[src/rtl/uart_cmd_ctrl.sv]
`default_nettype none
// ============================================================================
// Module      : uart_cmd_ctrl
// Description : Command sequencer behind uart_rx. Parses 4-byte write frames
//               {SYNC, ADDR, DATA, CHK} from the received byte stream and
//               issues one register-bus write per good frame using a req/ack
//               handshake. Reports checksum errors, inter-byte timeouts and
//               ack timeouts, and keeps a saturating error count.
// Revision    : 1.0 - initial release
// ============================================================================
module uart_cmd_ctrl #(
  parameter int          CLK_FREQ       = 50000000,
  parameter logic [7:0]  SYNC_BYTE      = 8'hA5,
  parameter int          TIMEOUT_CYCLES = CLK_FREQ / 100
) (
  input  logic       clk,
  input  logic       rst_n,
  input  logic [7:0] rx_data,
  input  logic       rx_valid,
  output logic [7:0] reg_addr,
  output logic [7:0] reg_wdata,
  output logic       reg_wr,
  input  logic       reg_ack,
  output logic       busy,
  output logic       frame_ok,
  output logic       frame_err,
  output logic [1:0] err_code,
  output logic [7:0] err_count,
  output logic       rx_drop
);

  localparam int              TO_W    = $clog2(TIMEOUT_CYCLES + 1);
  // Last timer value before a timeout fires; the state is left on this cycle.
  localparam logic [TO_W-1:0] TO_LAST = TO_W'(TIMEOUT_CYCLES - 1);

  localparam logic [1:0] ERR_CHK      = 2'b01;
  localparam logic [1:0] ERR_BYTE_TO  = 2'b10;
  localparam logic [1:0] ERR_ACK_TO   = 2'b11;

  typedef enum logic [2:0] {
    ST_IDLE  = 3'd0,
    ST_ADDR  = 3'd1,
    ST_DATA  = 3'd2,
    ST_CHK   = 3'd3,
    ST_WRITE = 3'd4
  } state_t;

  state_t          state_q,     state_d;
  logic [7:0]      addr_q,      addr_d;
  logic [7:0]      data_q,      data_d;
  logic [7:0]      chk_q,       chk_d;
  logic [TO_W-1:0] timer_q,     timer_d;
  logic [7:0]      reg_addr_q,  reg_addr_d;
  logic [7:0]      reg_wdata_q, reg_wdata_d;
  logic            reg_wr_q,    reg_wr_d;
  logic            busy_q,      busy_d;
  logic            frame_ok_q,  frame_ok_d;
  logic            frame_err_q, frame_err_d;
  logic [1:0]      err_code_q,  err_code_d;
  logic [7:0]      err_count_q, err_count_d;
  logic            rx_drop_q,   rx_drop_d;

  logic            timer_exp;
  logic            err_hit;
  logic [1:0]      err_kind;

  assign timer_exp = (timer_q == TO_LAST);

  // Next-state and next-output computation for the frame parser.
  always_comb begin
    state_d     = state_q;
    addr_d      = addr_q;
    data_d      = data_q;
    chk_d       = chk_q;
    timer_d     = timer_q;
    reg_addr_d  = reg_addr_q;
    reg_wdata_d = reg_wdata_q;
    reg_wr_d    = reg_wr_q;
    frame_ok_d  = 1'b0;
    frame_err_d = 1'b0;
    rx_drop_d   = 1'b0;
    err_code_d  = err_code_q;
    err_count_d = err_count_q;
    err_hit     = 1'b0;
    err_kind    = 2'b00;

    case (state_q)
      ST_IDLE: begin
        // Timer is held idle here; non-sync bytes are silently ignored.
        timer_d = '0;
        if (rx_valid && (rx_data == SYNC_BYTE)) begin
          state_d = ST_ADDR;
          chk_d   = SYNC_BYTE;
        end
      end

      ST_ADDR: begin
        // A sync value here is plain address data; no resynchronisation.
        if (rx_valid) begin
          addr_d  = rx_data;
          chk_d   = chk_q ^ rx_data;
          state_d = ST_DATA;
          timer_d = '0;
        end else if (timer_exp) begin
          state_d  = ST_IDLE;
          timer_d  = '0;
          err_hit  = 1'b1;
          err_kind = ERR_BYTE_TO;
        end else begin
          timer_d = timer_q + 1'b1;
        end
      end

      ST_DATA: begin
        if (rx_valid) begin
          data_d  = rx_data;
          chk_d   = chk_q ^ rx_data;
          state_d = ST_CHK;
          timer_d = '0;
        end else if (timer_exp) begin
          state_d  = ST_IDLE;
          timer_d  = '0;
          err_hit  = 1'b1;
          err_kind = ERR_BYTE_TO;
        end else begin
          timer_d = timer_q + 1'b1;
        end
      end

      ST_CHK: begin
        if (rx_valid) begin
          timer_d = '0;
          if (rx_data == chk_q) begin
            state_d     = ST_WRITE;
            reg_wr_d    = 1'b1;
            reg_addr_d  = addr_q;
            reg_wdata_d = data_q;
          end else begin
            state_d  = ST_IDLE;
            err_hit  = 1'b1;
            err_kind = ERR_CHK;
          end
        end else if (timer_exp) begin
          state_d  = ST_IDLE;
          timer_d  = '0;
          err_hit  = 1'b1;
          err_kind = ERR_BYTE_TO;
        end else begin
          timer_d = timer_q + 1'b1;
        end
      end

      ST_WRITE: begin
        // Priority: ack beats a stray byte, a stray byte beats the timeout.
        if (reg_ack && reg_wr_q) begin
          reg_wr_d   = 1'b0;
          frame_ok_d = 1'b1;
          state_d    = ST_IDLE;
          timer_d    = '0;
        end else if (rx_valid) begin
          rx_drop_d = 1'b1;
          timer_d   = '0;
        end else if (timer_exp) begin
          reg_wr_d = 1'b0;
          state_d  = ST_IDLE;
          timer_d  = '0;
          err_hit  = 1'b1;
          err_kind = ERR_ACK_TO;
        end else begin
          timer_d = timer_q + 1'b1;
        end
      end

      default: begin
        state_d  = ST_IDLE;
        timer_d  = '0;
        reg_wr_d = 1'b0;
      end
    endcase

    if (err_hit) begin
      frame_err_d = 1'b1;
      err_code_d  = err_kind;
      if (err_count_q != 8'hFF) begin
        err_count_d = err_count_q + 8'd1;
      end
    end

    busy_d = (state_d != ST_IDLE);
  end

  // State and registered outputs; reset returns everything to zero at once.
  always_ff @(posedge clk or negedge rst_n) begin
    if (!rst_n) begin
      state_q     <= ST_IDLE;
      addr_q      <= 8'h00;
      data_q      <= 8'h00;
      chk_q       <= 8'h00;
      timer_q     <= '0;
      reg_addr_q  <= 8'h00;
      reg_wdata_q <= 8'h00;
      reg_wr_q    <= 1'b0;
      busy_q      <= 1'b0;
      frame_ok_q  <= 1'b0;
      frame_err_q <= 1'b0;
      err_code_q  <= 2'b00;
      err_count_q <= 8'h00;
      rx_drop_q   <= 1'b0;
    end else begin
      state_q     <= state_d;
      addr_q      <= addr_d;
      data_q      <= data_d;
      chk_q       <= chk_d;
      timer_q     <= timer_d;
      reg_addr_q  <= reg_addr_d;
      reg_wdata_q <= reg_wdata_d;
      reg_wr_q    <= reg_wr_d;
      busy_q      <= busy_d;
      frame_ok_q  <= frame_ok_d;
      frame_err_q <= frame_err_d;
      err_code_q  <= err_code_d;
      err_count_q <= err_count_d;
      rx_drop_q   <= rx_drop_d;
    end
  end

  assign reg_addr  = reg_addr_q;
  assign reg_wdata = reg_wdata_q;
  assign reg_wr    = reg_wr_q;
  assign busy      = busy_q;
  assign frame_ok  = frame_ok_q;
  assign frame_err = frame_err_q;
  assign err_code  = err_code_q;
  assign err_count = err_count_q;
  assign rx_drop   = rx_drop_q;

endmodule
`default_nettype wire
[config.mk]
export PLATFORM = sky130hd
export DESIGN_NAME = uart_cmd_ctrl
export DESIGN_NICKNAME = d
export VERILOG_FILES = /design/src/rtl/uart_cmd_ctrl.sv
export SDC_FILE = /design/constraint.sdc
export NUM_CORES = 1
export LEC_CHECK = 0
export ABC_AREA = 1
export CAP_MARGIN = 0
export CORE_ASPECT_RATIO = 2
export CORE_MARGIN = 1
export CORE_UTILIZATION = 58
export CTS_BUF_LIST = sky130_fd_sc_hd__clkbuf_2
export DETAILED_ROUTE_END_ITERATION = 7
export MAX_ROUTING_LAYER = met4
export PLACE_DENSITY = 0.91
export RECOVER_POWER = 100
export SLEW_MARGIN = 5
export SYNTH_ARGS = -nofsm -noshare
export SYNTH_HDL_FRONTEND = slang
export SYNTH_SLANG_ARGS = --single-unit
[constraint.sdc]
create_clock -name clk -period 1.87 [get_ports clk]
set_input_delay 0.187 -clock clk [delete_from_list [all_inputs] [get_ports clk]]
set_output_delay 0.187 -clock clk [all_outputs]
set_load 0.005 [all_outputs]
; ---- Yosys cells after proc, flatten, opt, wreduce, memory -nomap -nowiden
; Index checks and enable logic that the tools add are counted.
[totals]
regBits = 77
inputBits = 12
out_inout_bits = 31
elab_cells = 88
[op_classes]
addsub = 2
n_eq_ne = 14
mux = 42
n_bitwise = 2
n_reduce_logical = 14
[ops]
columns = operator, n
row1 = 19-bit 2-to-1 mux, 3
row2 = 19-bit one-hot mux with 2 select lines, 1
row3 = 3-bit 2-to-1 mux, 8
row4 = 19-bit by 1-bit adder with 19-bit output (second input constant), 1
row5 = 19-bit equality test (second input constant), 1
row6 = 1-bit 2-to-1 mux, 17
row7 = 8-bit 2-to-1 mux, 2
row8 = 8-bit one-hot mux with 2 select lines, 1
row9 = 3-bit one-hot mux with 5 select lines, 1
row10 = 2-bit 2-to-1 mux, 6
row11 = 8-bit by 1-bit adder with 8-bit output (second input constant), 1
row12 = 8-bit equality test, 1
row13 = 8-bit equality test (second input constant), 1
row14 = 8-bit inequality test (second input constant), 1
row15 = 8-bit bitwise XOR, 1
row16 = 3-bit by 2-bit equality test with 1-bit output (second input constant), 2
row17 = 2-bit inequality test (second input constant), 3
row18 = 3-bit inequality test (second input constant), 2
row19 = 1-bit one-hot mux with 3 select lines, 2
row20 = 2-bit one-hot mux with 3 select lines, 1
row21 = 2-bit AND reduction, 3
row22 = 3-bit AND reduction, 2
row23 = 3-bit OR reduction, 2
row24 = 5-bit AND reduction, 1
row25 = other kinds (9), 10

; ---- Depth between registers and ports, before layout
; Gate-level depths: netlist of the first run.
[logic_depth]
depth_word = 6
ltp_mapped = 11

; ---- Least setup slack after synthesis of the first run
; No wires, ideal clock.
[synth_path]
path_type = flip-flop to flip-flop
startpoint = register timer_q[0]
endpoint = register timer_q[12]
setup_time_ps = 120
arrival_time_ps = 1404
slack_ps = 346
stages_incl_launch_ff = 9
path_buffers = 1
synth_period_minus_slack_ps = 1524
cell_sequence = dfrtp_1 ha_1 nand3_4 nor3_4 and2_1 nor2_4 inv_4 buf_6 nor2_1
[synth_between]
elab_chain_cells = 5
word_cells_on_any_way = 6
[synth_lines]
columns = item, line
row1 = from (decl), 52  ; logic [TO_W-1:0] timer_q, timer_d;
row2 = from (signal assigned), 214  ; timer_q <= timer_d;
row3 = 19-bit by 1-bit adder with 19-bit output or 19-bit equality test (tied branches), --
row4 = 19-bit 2-to-1 mux (*), --
row5 = 19-bit 2-to-1 mux (*), 115  ; if (rx_valid) begin
row6 = 19-bit 2-to-1 mux, 155  ; if (reg_ack && reg_wr_q) begin
row7 = 19-bit one-hot mux with 2 select lines (*), 87  ; case (state_q)
row8 = named net timer_d[12], 52
; Mark *: on every way through the listed nets, which the timed path passes. The rest lies on a longest branch.
; A chain may end at the register's enable or synchronous reset.

; ---- Final worst setup path of the first run
[layout_path]
startpoint = register err_count_q[7], in the netlist err_count[7]
endpoint = output port err_count[7]
[layout_rtl]
columns = item, line
row1 = from (decl), 60  ; logic [7:0] err_count_q, err_count_d;
row2 = from (signal assigned), 222  ; err_count_q <= err_count_d;
row3 = to (decl), 28  ; output logic [7:0] err_count,
; No word-level cell between the ends.

==> metrics.txt, run 1 <==
Global Route Usage Sum=0.2661; IO Count=43; P_leak=2.076 nW; ANT nets after route=0; cell row count=40; initial antenna violation count=1; clk_lat worst skew=0.53 ns; RD Place Congestion=between 0.9 and 1; Worst EP arrival=1.60 ns; Final Hold Fails=0; YS warnings=0; asr flop ratio synth=1.000; top routing layer used=met4; clock buffer depth=2; H-tree depth=3; Min Hold Slack=0.2977 ns; Yosys reg bits=77; Pwr Density=696.3 mW/mm²; Cell variety after synth=33; routed wl met3=220 µm; most used flip-flop cell after synthesis=dfrtp_1; DIE AREA=0.006647 mm²; Final Critical Period=around 1.8 ns; dpl cells=539; CTS tree=yes; worst vdd ir=about 620 µV; hold_sp=reg_ack; Seq/Total Area, Yosys=0.5269; clock transition at the registers of the reported paths=0.18 ns; cells after synthesis=between 400 and 500; final instance area=0.004354 mm²; r2r startpoint=timer_q[0]$_DFF_PN0_; Layout fillers=433; Critical Path Sink Type=output pin; Flop pwr share=0.610; post-DP HPWL=between 5 and 6 mm; internal power=~0.0022 W; Critical Path Source=err_count[7]$_DFFE_PN0P_; Final Cycle Share=0.9551; r2r setup slk=0.14 ns; Die Y=roughly 110 µm; vias in the first global route=2946; Layout Nets=482; Crit path max-delay family=buffers and inverters; largest net degree at the start of global routing=50; WP data required=1.68 ns; Placed Area=0.004247 mm²; core box area=just over 0.006 mm²; final setup vio count=0; CTS buffer count=9; EDFF count, synth=0; Slowest-stage cell, CP=dlygate4sd3_1; status=complete, but fails checks; met2 routed WL=approximately 4.4 mm; Syn Nets=423; clock sinks=77; Die X=between 50 and 60 µm; first-pass GRT wire length=~13 mm; DR vias=2929; mean area per synthesized cell=8.942 µm²; worst hold path type=in -> reg; startpoint types=flop; failing checks=max-capacitance violations, max-slew violations; clock skew=0.03172 ns; Max transition margin=-0.09122; CP Cell Sequence=dlygate4sd3_1; Worst Path Buf+Inv=1; P&R area growth vs syn=19.06%; Vias per Instance=between 5 and 6; fraction of layout cells with a size suffix above 1=0.1311; Mapped Area=0.003657 mm²; max incr delay on CP=0.60 ns; max frequency=approximately 560 MHz; Switching Share=0.2609; Combinational Power Share=0.111; DRT iter0 DRCs=roughly 110; P_sw=0.0007911 W; Max-Cap Viols=1; DRC Markers=0; Util after Layout=0.7190; Clock power frac=0.279; kind of critical path=reg -> out; IO Port Bufs=42; crit-path max FO=4; Non-Filler Instances=558; average wire per standard cell=between 10 and 15 µm; met1 wire length=about 2.8 mm; setup_tns=0 ns; Final Max Tran Viols=29; Detailed Routing Iterations Pass 1=4; Routed WL=~7.7 mm; total congestion overflow=0; Starting Density=0.6039; Root Buffer=clkbuf_2; Worst Tran Pin Value=roughly 1.6 ns; RSZ-0062 raised after global routing=no
-- kinds of logic (layout without fill, tap and decap cells) --
logic type,after synthesis,in the layout,synth area share
compound gates,45,45,0.06706
other cells,0,1,0
flops,77,77,0.5269
xor+xnor,26,26,0.06227
fa+ha+maj,2,2,0.006841
buf+inv,48,112,0.05508
simple gates,211,211,0.2819
-- state kept, by name, indices dropped and copies added, names as in the netlist, 2 cells and up --
register	cells
timer_q	19
addr_q	8
chk_q	8
data_q	8
err_count	8
reg_addr	8
reg_wdata	8
state_q	3
err_code	2
-- tightest hold or removal path: stages --
cell and delay, ns:
clkdlybuf4s50_1 0.41, nand2_1 0.13, nor3_1 0.07
-- cell type report --
class | instances | area [µm²] | area share
sequential | 77 | 1927 | 0.4425
tap | 84 | 105.1 | 0.02414
antenna | 1 | 2.502 | 0.0005747
inverter | 40 | 152.6 | 0.03506
clock buffer | 10 | 50.05 | 0.01149
clock inverter | 6 | 53.80 | 0.01236
timing repair buffer | 56 | 529.3 | 0.1216
multi-input combinational | 284 | 1534 | 0.3523
-- timing repair --
| action | in CTS | in global routing |
|---|---|---|
| pin swaps | 0 | 1 |
| resized for setup | 1 | 4 |
| hold buffers | 1 | 0 |
| endpoints found under the setup margin | 8 | 12 |
| setup buffers | 0 | 1 |
| hold endpoints to repair | 77 | 0 |
-- power groups by stage --
stage	Sequential, W	Combinational [W]	Clock [W]
after floorplan	0.00186	0.000203	0
after global placement	0.00187	0.000325	0
after detailed placement	0.00188	0.000341	0
after CTS	0.00185	0.000345	0.000868
after global routing	0.00186	0.000381	0.000924
final	0.00185	0.000338	0.000846
-- Yosys cell counts, types with 4 or more instances --
| master | instances | area (µm²) |
|---|---|---|
| nand2_1 | 99 | 371.6 |
| dfrtp_1 | 77 | 1927 |
| inv_1 | 36 | 135.1 |
| nand3_1 | 31 | 155.2 |
| nor2_1 | 30 | 112.6 |
| o21ai_0 | 19 | 95.09 |
| o21ai_1 | 16 | 80.08 |
| xor2_1 | 14 | 122.6 |
| xnor2_1 | 12 | 105.1 |
| nand2_2 | 10 | 62.56 |
| nor2_2 | 7 | 43.79 |
| nor3_1 | 7 | 35.03 |
| nand3b_1 | 6 | 45.04 |
| nor2_4 | 6 | 67.56 |
| o21a_1 | 5 | 37.54 |
| nand4_1 | 4 | 25.02 |
-- final timing paths --
kind | end | cells after the start
max | err_count[7] | 1
min | frame_ok$_DFF_PN0_ | 3
max reg2reg | timer_q[18]$_DFF_PN0_ | 10
min reg2reg | reg_addr[5]$_DFFE_PN0P_ | 2
max in group asynchronous | timer_q[7]$_DFF_PN0_ | 3
min in group asynchronous | timer_q[9]$_DFF_PN0_ | 2
-- placed cells by master, fill, tap and decap left out, drive strengths merged --
cell	instances
nand4	5
a21boi	2
clkdlybuf4s50	12
clkinv	5
o211ai	1
clkbuf	13
diode	1
nor3	9
dfrtp	77
nand2	109
nor4	3
ha	2
buf	11
xnor2	12
bufinv	1
xor2	14
a21oi	2
o21a	5
nand3b	6
nor2	43
nand3	33
nor3b	2
dlygate4sd3	30
o21ai	35
inv	40
and2	1
-- stage by stage --
step / worst slack [ns] / power [W]
global placement: 0.01149 / 0.002198
global route: 0.004328 / 0.003166
detailed placement: -0.07897 / 0.002221
floorplan: 0.3464 / 0.002066
finish: 0.08391 / 0.003032
CTS: 0.01028 / 0.003062
-- routing by layer --
layer  GRT usage  vias to the layer above
met4      0.1286                        0
met3     0.05424                       23
li1            -                     1434
met1      0.2649                     1397
met5           -                        -
met2      0.4774                       75
(Power assumes the default switching activity.)
==> run 2, diff against run 1 <==
--- a/config.mk
+++ b/config.mk
@@ -12,9 +12,8 @@
 export CORE_UTILIZATION = 58
 export CTS_BUF_LIST = sky130_fd_sc_hd__clkbuf_2
 export DETAILED_ROUTE_END_ITERATION = 7
-export MAX_ROUTING_LAYER = met4
 export PLACE_DENSITY = 0.91
-export RECOVER_POWER = 100
+export RECOVER_POWER = 25
 export SLEW_MARGIN = 5
 export SYNTH_ARGS = -nofsm -noshare
 export SYNTH_HDL_FRONTEND = slang
==> metrics.txt, run 2 (synthesis results as in run 1) <==
r2r worst-path depth=8; cell row count=40; failing checks=max-capacitance violations, max-slew violations; Root Buffer=clkbuf_2; Largest Register=timer_q; RR Endpoint=err_count[0]$_DFFE_PN0P_; Pwr Density=692.7 mW/mm²; Layout Nets=slightly below 500; Switching Share=0.2613; clock skew=about 0.034 ns; internal power=0.002242 W; Final Critical Period=1.739 ns; IO Port Bufs=42; DR vias=roughly 3.0k; Util after Layout=0.7236; Worst Hold End=frame_ok$_DFF_PN0_; DRT iter0 DRCs=156; CP Cell Sequence=clkdlybuf4s50_1; r2r startpoint=timer_q[0]$_DFF_PN0_; most frequent cells in the layout=99 x nand2_1, 77 x dfrtp_1, 41 x clkdlybuf4s50_1; r2r setup slk=0.13 ns; average wire per standard cell=13.84 µm; Worst EP arrival=1.55 ns; max incr delay on CP=roughly 0.54 ns; max FFs per register=19; initial antenna violation count=1; status=complete, but fails checks; Slowest-stage cell, CP=clkdlybuf4s50_1; Max-Cap Viols=1; Max transition margin=-0.09153; Global Route Usage Sum=0.2589; worst hold path type=in -> reg; kind of critical path=reg -> out; Routed WL=7.720 mm; fraction of layout cells with a size suffix above 1=0.1353; hold_sp=reg_ack; RD Place Congestion=0.8870; DIE AREA=roughly 0.0066 mm²; clock transition at the registers of the reported paths=0.19 ns; worst vdd ir=624.3 µV; Worst Path Buf+Inv=1; Min Hold Slack=between 0.2 and 0.3 ns; post-DP HPWL=5.786 mm; WHS Path Cells=3; Combinational Power Share=0.113; Layout fillers=425; vias in the first global route=2948; Crit path max-delay family=buffers and inverters; clk_lat worst skew=0.53 ns; Detailed Routing Iterations Pass 1=4; clock buffer depth=2; first-pass GRT wire length=12.81 mm; P_leak=approximately 2.0 nW; Starting Density=0.6039; core box area=between 0.006 and 0.007 mm²; Worst Tran Pin Value=1.637 ns; total congestion overflow=0; largest net degree at the start of global routing=50; Critical Path Sink Type=output pin; P_sw=0.0007932 W; Die X=58.15 µm; Pwr Total=between 0.003 and 0.004 W; Vias per Instance=5.290; Final Cycle Share=0.9297; DRC Markers=0; Clock power frac=0.278; crit-path max FO=5; CTS buffer count=9; Final Hold Fails=0; RSZ-0062 raised after global routing=no; Flop pwr share=0.609; Placed Area=0.004247 mm²; CTS tree=yes; max frequency=575.2 MHz; H-tree depth=3; IO Count=43; Final Max Tran Viols=29; final instance area=between 0.004 and 0.005 mm²; startpoint types=flop; Die Y=between 100 and 150 µm; P&R area growth vs syn=19.81%; WP data required=1.68 ns; most common cell after layout, fill and taps aside=nand2_1; final setup vio count=0; clock sinks=77; ANT nets after route=0
==> run 2: layout make-up <==
cell class | count | area, µm² | area share
diodes | 1 | 2.502 | 0.0005711
clock buffers | 10 | 50.05 | 0.01142
clock inverters | 6 | 53.80 | 0.01228
inverters | 40 | 152.6 | 0.03484
multi-input cells | 284 | 1544 | 0.3524
flip-flops and latches | 77 | 1927 | 0.4397
well taps | 84 | 105.1 | 0.02399
repair buffers | 56 | 546.8 | 0.1248
==> run 2: how the worst max path moves through the flow <==
stage,cells after the start,startpoint,slack [ns],end
6_report,1,err_count[6]$_DFFE_PN0P_,0.13,err_count[6]
5_1_grt,9,chk_q[7]$_DFFE_PN0P_,0.004,err_count[0]$_DFFE_PN0P_
4_1_cts,8,timer_q[0]$_DFF_PN0_,0.01,err_count[0]$_DFFE_PN0P_
3_5_place_dp,10,rx_data[5],-0.08,err_count[0]$_DFFE_PN0P_
3_3_place_gp,10,rx_data[5],0.01,err_count[3]$_DFFE_PN0P_
2_1_floorplan,8,timer_q[0]$_DFF_PN0_,0.35,timer_q[12]$_DFF_PN0_
==> run 2: power by group through the flow <==
| stage | logic (W) | registers [W] | clock network, W |
|---|---|---|---|
| detailed placement | 0.000341 | 0.00188 | 0 |
| global placement | 0.000325 | 0.00187 | 0 |
| floorplan | 0.000203 | 0.00186 | 0 |
| CTS | 0.000345 | 0.00185 | 0.000868 |
| global route | 0.000384 | 0.00186 | 0.000924 |
| finish | 0.000342 | 0.00185 | 0.000844 |
==> run 2: timing repair <==
action	in CTS	in global routing
gates resized for setup	1	4
setup buffers	0	1
hold buffers	1	0
endpoints found under the setup margin	8	12
endpoints found under the hold margin	77	0
pin swaps	0	1
==> run 2: worst min-delay path, stage by stage <==
cell and delay [ns]:
clkdlybuf4s50_1 0.41, nand2_1 0.13, nor3_1 0.07
==> run 2: routing by layer <==
layer	part of all wire	track usage	wire [µm]
met1	0.36	0.2657	2798
met2	0.58	0.4774	4448
met3	0.029	0.05424	221
met4	0.033	0.1286	252
met5	0	0	0
==> run 2: per-stage QoR <==
step / TNS [ns] / instances / setup WS, ns
after floorplan: 0 / 409 / 0.3464
after global placement: 0 / 539 / 0.01149
after detailed placement: -0.7568 / 539 / -0.07897
after CTS: 0 / 556 / 0.01028
after global routing: 0 / 558 / 0.004328
final: 0 / 558 / 0.1314
==> run 3, diff against run 2 <==
--- a/config.mk
+++ b/config.mk
@@ -14,6 +14,7 @@
 export DETAILED_ROUTE_END_ITERATION = 7
 export PLACE_DENSITY = 0.91
 export RECOVER_POWER = 25
+export SETUP_SLACK_MARGIN = 0.4
 export SLEW_MARGIN = 5
 export SYNTH_ARGS = -nofsm -noshare
 export SYNTH_HDL_FRONTEND = slang
==> metrics.txt, run 3 (synthesis results as in run 1) <==
status=complete, but fails checks; failing checks=negative setup slack; Pwr Density=roughly 650 mW/mm²; Max transition margin=0.2880; Largest Register=timer_q; clock transition at the registers of the reported paths=between 0.2 and 0.25 ns; Crit path max-delay family=simple AND/OR/NAND/NOR gates; clk_lat worst skew=0.66 ns; IO Port Bufs=42; final setup vio count=15; Critical Path Sink Type=flop; DRC Markers=0; CTS buffer count=9; Reg area=just under 0.002 mm²; Util after Layout=0.9101; IO Count=43; post-DP HPWL=5.593 mm; most frequent cells in the layout=74 x dfrtp_1, 74 x buf_4, 70 x nand2_1; vias in the first global route=3797; worst hold path type=in -> reg; area of the multi-input gates=0.002024 mm²; Detailed Routing Iterations Pass 1=8; DRT iter0 DRCs=535; ANT nets after route=0; fraction of layout cells with a size suffix above 1=0.4179; clock buffer depth=2; most frequent CP cell=nand2_1; Layout Nets=approximately 560; Global Route Usage Sum=0.4019; CTS tree=yes; Worst EP arrival=2.60 ns; max frequency=496.7 MHz; initial antenna violation count=1; clock skew=0.03787 ns; startpoint types=flop; Final Cycle Share=1.077; core box area=0.006056 mm²; Final Hold Fails=0; max incr delay on CP=0.51 ns; DIE AREA=0.006647 mm²; first-pass GRT wire length=a little under 20 mm; H-tree depth=3; WP data required=between 2 and 2.5 ns; Final Critical Period=2.013 ns; Vias per Instance=6.660; cell row count=40; largest net degree at the start of global routing=78; Worst Tran Pin Value=1.068 ns; Layout fillers=~200; average wire per standard cell=between 20 and 30 µm; crit-path max FO=8; DR vias=4216; Starting Density=0.6039; post-place setup slack=-0.05163 ns; Die Y=114.3 µm; RSZ-0062 raised after global routing=yes; Worst Path Buf+Inv=2; Routed WL=approximately 17 mm; Root Buffer=clkbuf_2; total congestion overflow=0; Die X=roughly 58 µm; Slowest-stage cell, CP=dfrtp_1; Final Max Tran Viols=0; max FFs per register=19; P&R area growth vs syn=50.70%; clock sinks=77; kind of critical path=reg -> reg; P_leak=2.580 nW; Max-Cap Viols=0; worst vdd ir=737.4 µV; r2r setup slk=-0.14 ns; fin worst setup slack=-0.1434 ns; Min Hold Slack=0.2077 ns; RD Place Congestion=0.8785; CP Cell Sequence=nand2_1 -> inv_1 -> nand2_1 -> nor2_4 -> nand4_4 -> nand2_8 -> buf_6 -> nand3b_1 -> nand2_1
-- run 3: cell types whose count changed in the layout (fill, tap and decap cells not counted), sizes merged, moves of 4 or more --
cell / previous run / this run
clkdlybuf4s15: 0 / 17
inv: 40 / 44
clkdlybuf4s50: 41 / 10
clkbuf: 11 / 16
buf: 13 / 85
dlygate4sd2: 0 / 9
-- run 3: area by class of cell --
type | instances | area share
Antenna cell | 1 | 0.0004540
Sequential cell | 77 | 0.3503
Timing Repair inverter | 2 | 0.001816
Clock inverter | 7 | 0.01771
Tap cell | 84 | 0.01907
Multi-Input combinational cell | 284 | 0.3673
Inverter | 40 | 0.02906
Timing Repair Buffer | 129 | 0.2061
Clock buffer | 9 | 0.008173
-- run 3: layer usage --
layer,part of all wire,GRT usage,wire length (µm)
met1,0.30,0.4301,5031
met4,0.11,0.2730,1871
met3,0.10,0.07006,1652
met5,0,0,0
met2,0.48,0.6981,7954
-- run 3: power by group --
part           internal [W]  leakage, nW  switching, W  total [W]
Clock              0.000449       0.0806      0.000733    0.00118
Sequential          0.00179         1.02      0.000102    0.00189
Combinational      0.000208         1.48      0.000307   0.000515
-- run 3: metrics by stage --
step	cells	TNS (ns)	power, W	area, µm²
2_1_floorplan	409	0	0.002066	3672
5_1_grt	633	-1.163	0.003659	5512
4_1_cts	611	0	0.003313	5050
3_5_place_dp	538	-0.3460	0.002210	4254
3_3_place_gp	538	0	0.002192	4254
6_report	633	-0.7630	0.003589	5512
-- run 3: timing repair --
| item | in CTS | in global routing |
|---|---|---|
| setup endpoints to repair | 86 | 89 |
| pin swaps | 26 | 35 |
| hold buffers | 1 | 0 |
| cloned | 5 | 0 |
| buffers inserted | 51 | 21 |
| resized for setup | 99 | 94 |
| endpoints found under the hold margin | 77 | 0 |
-- run 3: tightest hold or removal path: stages --
cell             delay, ns
clkdlybuf4s50_1       0.40
nand2_1               0.14
nor3_1                0.10
-- run 3: worst paths after layout --
path / startpoint / to / cells past startpoint
worst max-delay path: timer_q[16]$_DFF_PN0_ / err_count[0]$_DFFE_PN0P_ / 9
worst min-delay path: reg_ack / frame_ok$_DFF_PN0_ / 3
worst max register to register: timer_q[16]$_DFF_PN0_ / err_count[0]$_DFFE_PN0P_ / 9
worst min register to register: err_code[1]$_DFFE_PN0P_ / err_code[1]$_DFFE_PN0P_ / 1
max in group asynchronous: rst_n / state_q[2]$_DFF_PN0_ / 3
min in group asynchronous: rst_n / addr_q[7]$_DFFE_PN0P_ / 3
